File: src/rtl/add_pipe_nbit.sv
`default_nettype none
// +--------------------------------------------------------------------------+
// | Module   : add_pipe_nbit                                                 |
// | Purpose  : Pipelined WIDTH-bit adder/subtractor, one CW-bit ripple chunk |
// |            per stage, valid/ready with a global stall enable.            |
// | Options  : ADD_PIPE_FLAGS_EN adds zero/neg/ovf result flags.             |
// | Revision : 1.0 - initial release                                         |
// +--------------------------------------------------------------------------+
module add_pipe_nbit #(
    parameter int WIDTH  = 32,
    parameter int STAGES = 4
) (
    input  logic             clk,
    input  logic             rst_n,
    input  logic             in_valid,
    output logic             in_ready,
    input  logic [WIDTH-1:0] X,
    input  logic [WIDTH-1:0] Y,
    input  logic             ci,
    input  logic             sub,
    output logic             out_valid,
    input  logic             out_ready,
    output logic [WIDTH-1:0] sum,
`ifdef ADD_PIPE_FLAGS_EN
    output logic             zero,
    output logic             neg,
    output logic             ovf,
`endif
    output logic             co
);

    localparam int CW = WIDTH / STAGES;

    logic w_en;

    assign w_en     = !(out_valid && !out_ready);
    assign in_ready = w_en;

    // Stage k holds the finished low chunks plus the not-yet-used upper operand bits.
    genvar k;
    generate
        for (k = 0; k < STAGES; k++) begin : g_stage
            localparam int LO = k * CW;
            localparam int RW = WIDTH - LO;

            logic [RW-1:0]      w_a;
            logic [RW-1:0]      w_b;
            logic               w_c;
            logic               w_v;
            logic [CW:0]        w_chunk;
            logic [LO+CW-1:0]   w_sum_nxt;
            logic [LO+CW-1:0]   r_sum;
            logic               r_valid;
            logic               r_c;

            if (k == 0) begin : g_first
                assign w_a       = X;
                assign w_b       = sub ? ~Y : Y;
                assign w_c       = ci ^ sub;
                assign w_v       = in_valid;
                assign w_sum_nxt = w_chunk[CW-1:0];
            end else begin : g_next
                assign w_a       = g_stage[k-1].g_skew.r_a;
                assign w_b       = g_stage[k-1].g_skew.r_b;
                assign w_c       = g_stage[k-1].r_c;
                assign w_v       = g_stage[k-1].r_valid;
                assign w_sum_nxt = {w_chunk[CW-1:0], g_stage[k-1].r_sum};
            end

            assign w_chunk = {1'b0, w_a[CW-1:0]} + {1'b0, w_b[CW-1:0]} + {{CW{1'b0}}, w_c};

            always_ff @(posedge clk or negedge rst_n) begin
                if (!rst_n) begin
                    r_valid <= 1'b0;
                    r_c     <= 1'b0;
                    r_sum   <= '0;
                end else if (w_en) begin
                    r_valid <= w_v;
                    r_c     <= w_chunk[CW];
                    r_sum   <= w_sum_nxt;
                end
            end

            if (k < STAGES - 1) begin : g_skew
                logic [RW-CW-1:0] r_a;
                logic [RW-CW-1:0] r_b;

                always_ff @(posedge clk or negedge rst_n) begin
                    if (!rst_n) begin
                        r_a <= '0;
                        r_b <= '0;
                    end else if (w_en) begin
                        r_a <= w_a[RW-1:CW];
                        r_b <= w_b[RW-1:CW];
                    end
                end
            end

`ifdef ADD_PIPE_FLAGS_EN
            // In the last stage w_a/w_b are exactly the top chunk, so bit CW-1 is the operand sign.
            if (k == STAGES - 1) begin : g_flags
                logic r_zero;
                logic r_neg;
                logic r_ovf;

                always_ff @(posedge clk or negedge rst_n) begin
                    if (!rst_n) begin
                        r_zero <= 1'b0;
                        r_neg  <= 1'b0;
                        r_ovf  <= 1'b0;
                    end else if (w_en) begin
                        r_zero <= ~|w_sum_nxt;
                        r_neg  <= w_chunk[CW-1];
                        r_ovf  <= (w_a[CW-1] == w_b[CW-1]) && (w_chunk[CW-1] != w_a[CW-1]);
                    end
                end
            end
`endif
        end
    endgenerate

    assign out_valid = g_stage[STAGES-1].r_valid;
    assign sum       = g_stage[STAGES-1].r_sum;
    assign co        = g_stage[STAGES-1].r_c;

`ifdef ADD_PIPE_FLAGS_EN
    assign zero = g_stage[STAGES-1].g_flags.r_zero;
    assign neg  = g_stage[STAGES-1].g_flags.r_neg;
    assign ovf  = g_stage[STAGES-1].g_flags.r_ovf;
`endif

endmodule
`default_nettype wire
File: config.mk
export PLATFORM = sky130hd
export DESIGN_NAME = add_pipe_nbit
export DESIGN_NICKNAME = d
export VERILOG_FILES = /design/src/rtl/add_pipe_nbit.sv
export SDC_FILE = /design/constraint.sdc
export NUM_CORES = 1
export LEC_CHECK = 0
export BUFFER_PORTS_ARGS = -buffer_cell sky130_fd_sc_hd__buf_4
export CAP_MARGIN = 20
export CORE_ASPECT_RATIO = 0.8
export CORE_MARGIN = 2
export CORE_UTILIZATION = 57
export DETAILED_ROUTE_END_ITERATION = 8
export PLACE_DENSITY_LB_ADDON = 0.1
export SYNTH_ARGS = -nofsm -noshare
export SYNTH_HDL_FRONTEND = slang
export SYNTH_SLANG_ARGS = --single-unit
File: constraint.sdc
create_clock -name clk -period 3 [get_ports clk]
set_input_delay 0.6 -clock clk [delete_from_list [all_inputs] [get_ports clk]]
set_output_delay 0.6 -clock clk [all_outputs]
set_load 0.01 [all_outputs]
* Yosys cells after proc, flatten, opt, wreduce, memory -nomap -nowiden *
Index checks and enable logic that the tools add are counted.

word-level totals
  memory bits (read-only) = 0
  bits in latches = 0
  output and inout bits = 35
  bits in writable memories = 0
  input port bits = 70
  memories = 0
  register bits = 184

cells by class
  order comparisons = 0
  divide/modulo/power cells = 0
  add/sub/neg operators = 8
  multipliers = 0
  multiplexer cells = 1
  equal/unequal tests = 0
  shift-type cells = 0
  bitwise gates (word level) = 2
  reductions and logical operators = 3

operator list
  cell                                    number
  8-bit by 8-bit adder with 9-bit output  4
  9-bit by 1-bit adder with 9-bit output  4
  32-bit 2-to-1 mux                       1
  32-bit inverter                         1
  1-bit logical NOT                       2
  1-bit logical AND                       1
  1-bit bitwise XOR                       1

* Longest topological paths before layout *
Gate-level depths: netlist (run 1).

  depth after elaboration = 4
  gate-level depth with buffers = 11

* Least setup slack after synthesis (run 1) *
No wires, ideal clock.

  path kind = in2reg
  start = input sub
  end = register g_stage[0].r_c
  data arrival time = 2.481 ns
  stages on the path = 11
  setup slack = 0.393 ns
  cells stage by stage = buf_2 -> buf_2 -> xor2_1 -> fa_1 -> inv_1 -> fa_1 -> nor2b_1 -> o31a_1 -> o21ai_1 -> nor2b_1 -> o22ai_1

on the way
  cells in the longest elaborated chain, start to end = 3

RTL lines
  what                                      line  RTL
  from (decl)                               20    input logic sub,
  32-bit 2-to-1 mux                         58    assign w_b = sub ? ~Y : Y;
  8-bit by 8-bit adder with 9-bit output    70    assign w_chunk = {1'b0, w_a[CW-1:0]} + {1'b0, w_b[CW-1:0]} + {{CW{1'b0}}, w_c};
  9-bit by 1-bit adder with 9-bit output *  70
  to (signal assigned)                      79    r_c <= w_chunk[CW];
  to (decl)                                 54    logic r_c;

Mark *: on every way between the ends. The rest lies on a longest branch, timed or not.
A chain may end at the register's enable or synchronous reset.

* Worst setup path after layout (run 1) *
  start = register g_stage[0].r_c
  end = register g_stage[1].r_sum[14]

on the way
  cells in the longest elaborated chain, start to end = 1

RTL lines
  what                                    line  RTL
  9-bit by 1-bit adder with 9-bit output  70
  to (signal assigned)                    80    r_sum <= w_sum_nxt;
  to (decl)                               52    logic [LO+CW-1:0] r_sum;

No other way between the ends.

==> metrics, run 1 <==
TritonCTS Buffers=17; # Max-Cap Violations=0; Die Y=112 um; Final period util=77.3%; Yosys top cell by area=dfrtp_1; clock share of power=21.4%; Switching Share=35.9%; most common cell after layout, fill and taps aside=nand2_1; combinational power share=37.3%; Clk pin slew, worst setup/hold paths=0.06 ns; synth-to-layout area growth=18.1%; Seq pwr share=41.3%; grt ovf=0; clock root cell=clkbuf_16; f_max=431 MHz; die area=15,600 um^2; sequential share of the synthesized area=55.2%; Crit Path Max Fanout=3; pin count of the biggest net entering global routing=140; Critical Path Source Type=flip-flop; NetSw=3.70 mW; share of the synthesized area in the top cell type=55.2%; Post-Layout Cell Count=1,193; clock sinks=184; CP max-delay cell=fa_1; post-synthesis cell count=910; Crit path top cell by count=fa_1; Worst Setup End Kind=flip-flop; number of gates resized after cts=0; R2R cell count=7; Max Buffers Root-to-Sink=2; arrival time of the worst setup path=2.62 ns; reg-to-reg slack, setup=0.68 ns; placed wire-length estimate=10,700 um; Ys Warns=0; CTS H-tree lvls=4; ant diodes=0; commonest cells after routing, fill and taps aside=nand2_1, dfrtp_1, buf_4; port buffer count=104; via count=6,051; worst-path cell chain=fa_1 > fa_1 > a211oi_1 > nor2_1 > o21ai_0 > nand4b_1 > o311ai_0; post-synthesis net count=1,016; pwr/cell area=1040 nW/um^2; drt drc=0; Post-Syn Area=8340 um^2; leakage power=5.02 nW; R2R Path Start=g_stage[0].r_c; vias in the first global route=5,659; Die Wd=139 um; Initial Util=58.4%; post-layout min period=2.32 ns; crit-path leading delay family=adder cells; setup TNS=0 ns; routability cong.=0.770; delay of the slowest critical-path stage=0.48 ns; per-cell routed wire length=13.4 um; cts hold-fix bufs=0; CP required=3.30 ns; wire length of the first global-routing pass=27,500 um; WP depth=7; io pins=105; actual slew at the worst max-slew pin=0.736 ns; total track usage=21.6%; Area contributors post-synth=dfrtp_1, nand2_1, ha_1; wirelength, routed=16,000 um; core area=14,300 um^2; critical path buffer and inverter count=0; Worst IR Drop VDD=0.610 mV; share of cells above drive strength 1=14.6%; num rows=39; final net count=1,102; Hold WC Path Type=in -> async; Slew Viols, Final=0; TritonRoute pass-1 iters=4; final setup fails=0; number of synthesized register bits=184; Internal=6.59 mW; CP Class=reg -> reg; unrepaired setup endpoints after global routing=no; library cells used by synthesis=37; status=finished, final reports clean; # Post-CTS Setup Buffers=0; clk_skew=0.00824 ns; Inst Count DP=1,161; initial antenna violation count=0; Synth Area per Inst=9.17 um^2; initial drt markers=391; Fin. Hold Viols=0; Max-slew headroom=50.9%; CTS tree=yes; Via density=5.07; Antenna Nets Post-Route=0; RR Endpoint=g_stage[1].r_sum[14]; worst-skew pair later-pin latency=0.42 ns
-- power by group through the flow --
stage	Combinational (mW)	Sequential, mW	Clock, mW
floorplan	2.71	4.21	0
global placement	3.74	4.27	0
detailed placement	3.85	4.29	0
CTS	3.89	4.26	2.24
global route	4.42	4.39	2.34
finish	3.84	4.25	2.20
-- cell usage after synthesis --
cell type	count
a2111oi_2	2
a211o_1	2
a211oi_1	10
a21o_1	8
a21oi_1	23
a21oi_2	2
a221oi_2	2
a31oi_1	1
and3_1	2
buf_1	5
buf_2	30
clkbuf_1	11
dfrtp_1	184
fa_1	8
ha_1	28
inv_1	7
inv_2	1
mux2i_1	2
nand2_1	431
nand2b_1	1
nand3_1	3
nand4b_1	4
nor2_1	22
nor2b_1	3
nor3_1	4
nor3b_1	8
nor4b_1	2
o21a_1	1
o21ai_0	44
o21ai_1	1
o21bai_1	2
o22ai_1	1
o311ai_0	4
o31a_1	1
o31ai_1	3
xnor2_1	33
xor2_1	14
-- cell families (layout without fill, tap and decap cells) --
group / count (synthesis) / in the layout / share of synthesized area (%)
flip-flops: 184 / 184 / 55.2
buffers and inverters: 54 / 153 / 2.88
XOR/XNOR: 47 / 47 / 4.93
adder cells (fa/ha/maj): 36 / 36 / 6.12
multiplexers: 2 / 2 / 0.240
AND/OR/NAND/NOR: 480 / 480 / 22.6
AO/OA/AOI/OAI: 107 / 107 / 8.05
-- per-stage QoR --
stage	worst slack (ns)	area (um^2)	util, %	power, mW	hold slack (ns)
after floorplan	0.393	8340	-	6.92	0.304
after global placement	0.417	9280	64.9	8.01	0.442
after detailed placement	0.339	9280	64.9	8.14	0.452
after CTS	0.664	9850	68.9	10.4	0.185
after global routing	0.548	9850	68.9	11.2	0.205
final	0.680	9850	68.9	10.3	0.165
-- metal layers --
layer	vias to the layer above	track usage [%]	wire length, um
li1	3102	-	-
met1	2838	35.4	8780
met2	96	29.4	6510
met3	15	3.92	538
met4	0	6.06	143
met5	-	0	0
-- worst max path at each step --
stage	startpoint	endpoint	slack, ns
2_1_floorplan	sub	g_stage[0].r_c	0.39
6_report	g_stage[0].r_c	g_stage[1].r_sum[14]	0.68
4_1_cts	g_stage[0].r_c	g_stage[1].r_sum[14]	0.66
5_1_grt	g_stage[0].r_c	g_stage[1].r_sum[14]	0.55
3_5_place_dp	sub	g_stage[0].r_c	0.34
3_3_place_gp	sub	g_stage[0].r_c	0.42
-- cell type report --
| class | count | area (um^2) |
|---|---|---|
| sequential | 184 | 4600 |
| fill | 1180 | 4450 |
| multi-input combinational | 672 | 3510 |
| timing repair buffer | 113 | 905 |
| clock buffer | 23 | 448 |
| tap | 184 | 230 |
| clock inverter | 9 | 125 |
| inverter | 8 | 32.5 |
-- worst reg2reg max path, cell delays in order (launching register included) --
cell and delay (ns):
dfrtp_1 0.41, fa_1 0.49, fa_1 0.44, a211oi_1 0.25, nor2_1 0.09, o21ai_0 0.27, nand4b_1 0.13, o311ai_0 0.13
-- state kept, by name (all words and copies together), names as in the netlist --
| name | cells |
|---|---|
| g_stage.r_c | 3 |
| co | 1 |
| sum | 32 |
| g_stage.r_valid | 3 |
| g_stage.g_skew.r_b | 48 |
| g_stage.r_sum | 48 |
| g_stage.g_skew.r_a | 48 |
| out_valid | 1 |
Power figures use the tool's default switching activity.
==> run 2: changes to the inputs <==
CORE_UTILIZATION = 52   (was 57)
clock period = 2 ns   (was 3 ns; I/O delays follow)
==> run 2 against run 1 <==
The flow now finishes with violations (negative setup slack); routed wire length up 4.3%; setup slack lost 0.70 ns; critical path depth unchanged; flip-flop and latch count stayed put; register-to-register slack lost 0.70 ns; combinational power up 65%; sequential share of layout area decreased by 2.1 points; power rose by 58%; fmax is 15% higher; via count up 1.2%; clock power grew 62%; critical path type unchanged; critical endpoint is now g_stage[1].r_c; largest power group unchanged.
==> metrics, run 2 (synthesized netlist as in run 1, its figures left out) <==
die area=17,100 um^2; setup ws final=-0.0225 ns; Crit Path Max Fanout=3; area of the multi-input gates=3600 um^2; CP required=2.30 ns; Initial Util=53.0%; Sequential Area=4600 um^2; clock root cell=clkbuf_16; port buffer count=104; io pins=105; final setup fails=3; failing checks=negative setup slack; Max Buffers Root-to-Sink=2; clk_skew=0.00995 ns; core area=15,700 um^2; num rows=41; Hold WC Path Type=in -> reg; TritonCTS Buffers=17; total track usage=20.5%; CP Class=reg -> reg; Antenna Nets Post-Route=0; Worst IR Drop VDD=0.672 mV; wirelength, routed=16,700 um; CTS tree=yes; post-layout min period=2.02 ns; pin count of the biggest net entering global routing=83; wire length of the first global-routing pass=28,500 um; most common cell after layout, fill and taps aside=nand2_1; Final period util=101%; Die Wd=146 um; TritonRoute pass-1 iters=4; total power draw=16.3 mW; synth-to-layout area growth=23.5%; arrival time of the worst setup path=2.32 ns; Worst Setup End Kind=flip-flop; pwr/cell area=1580 nW/um^2; Clk pin slew, worst setup/hold paths=0.07 ns; clock sinks=184; fill cell count=1,345; setup TNS=-0.0562 ns; per-cell routed wire length=13.3 um; Fin. Hold Viols=0; unrepaired setup endpoints after global routing=yes; CTS H-tree lvls=4; via count=6,123; final net count=1,132; Max-slew headroom=73.1%; Largest regs=g_stage.g_skew.r_a x48, g_stage.g_skew.r_b x48, g_stage.r_sum x48; min-delay src=X[9]; actual slew at the worst max-slew pin=0.403 ns; drt drc=0; f_max=494 MHz; worst-skew pair later-pin latency=0.42 ns; status=finished with violations; # Max-Cap Violations=0; Crit. Startpoint=g_stage[0].g_skew.r_b[0]; R2R Path Start=g_stage[0].g_skew.r_b[0]; Inst Count DP=1,213; Worst Hold Slack=0.166 ns; Slew Viols, Final=0; Post-Layout Cell Count=1,253; Via density=4.89; Critical Path Source Type=flip-flop; initial drt markers=361; vias in the first global route=5,793; grt ovf=0; commonest cells after routing, fill and taps aside=nand2_1, dfrtp_1, buf_4; Die Y=117 um; routability cong.=0.779; placed wire-length estimate=11,200 um; initial antenna violation count=0; share of cells above drive strength 1=19.4%; leakage power=5.21 nW; ant diodes=0
-- run 2: path summary, 6_finish.rpt --
check / endpoint / slack, ns / depth (start not counted)
max in group asynchronous: sum[19] / 0.94 / 3
worst max-delay path: g_stage[1].r_c / -0.02 / 7
worst min register to register: g_stage[2].r_valid / 0.46 / 2
min in group asynchronous: sum[2] / 0.47 / 2
worst max register to register: g_stage[1].r_c / -0.02 / 7
worst min-delay path: g_stage[0].g_skew.r_a[1] / 0.17 / 3
-- run 2: worst max-delay path, cell delays in order, from the launching register on --
cell and delay, ns:
dfrtp_1 0.40, fa_2 0.41, fa_2 0.40, a211oi_2 0.23, nor2_2 0.07, o21ai_2 0.18
buf_4 0.13, a31oi_2 0.06
-- run 2: stage by stage --
step / setup slack [ns] / utilization [%] / cell area (um^2)
detailed placement: -0.356 / 60.5 / 9530
CTS: 0.00313 / 65.1 / 10300
finish: -0.0225 / 65.5 / 10300
floorplan: -0.287 / - / 8380
global route: -0.142 / 65.5 / 10300
global placement: -0.301 / 60.5 / 9530
-- run 2: power by group --
part           internal [mW]  total (mW)  switching (mW)  leakage [nW]
registers               5.39        6.39           0.998          2.22
logic                   2.91        6.34            3.43          2.69
clock network           2.22        3.57            1.35         0.303
total                   10.5        16.3            5.78          5.21
-- run 2: area by class of cell --
| type | instances | area share, % |
|---|---|---|
| multi-input combinational | 672 | 34.9 |
| timing repair buffer | 143 | 11.4 |
| tap | 215 | 2.61 |
| clock buffer | 24 | 4.77 |
| sequential | 184 | 44.7 |
| clock inverter | 7 | 1.36 |
| inverter | 8 | 0.316 |
-- run 2: repair_timing --
item                                    4_1_cts  5_1_grt
endpoints found under the setup margin        7       16
pin swaps                                    17       19
buffers inserted                              7        2
gates resized for setup                      17        9
endpoints found under the hold margin        40        0
hold buffers                                  1        0
-- run 2: metal layers --
| layer | routed length, um | up-vias | global-route usage, % |
|---|---|---|---|
| li1 | - | 3156 | - |
| met1 | 8760 | 2866 | 32.1 |
| met2 | 7150 | 91 | 29.3 |
| met3 | 602 | 10 | 4.12 |
| met4 | 145 | 0 | 5.64 |
| met5 | 0 | - | 0 |
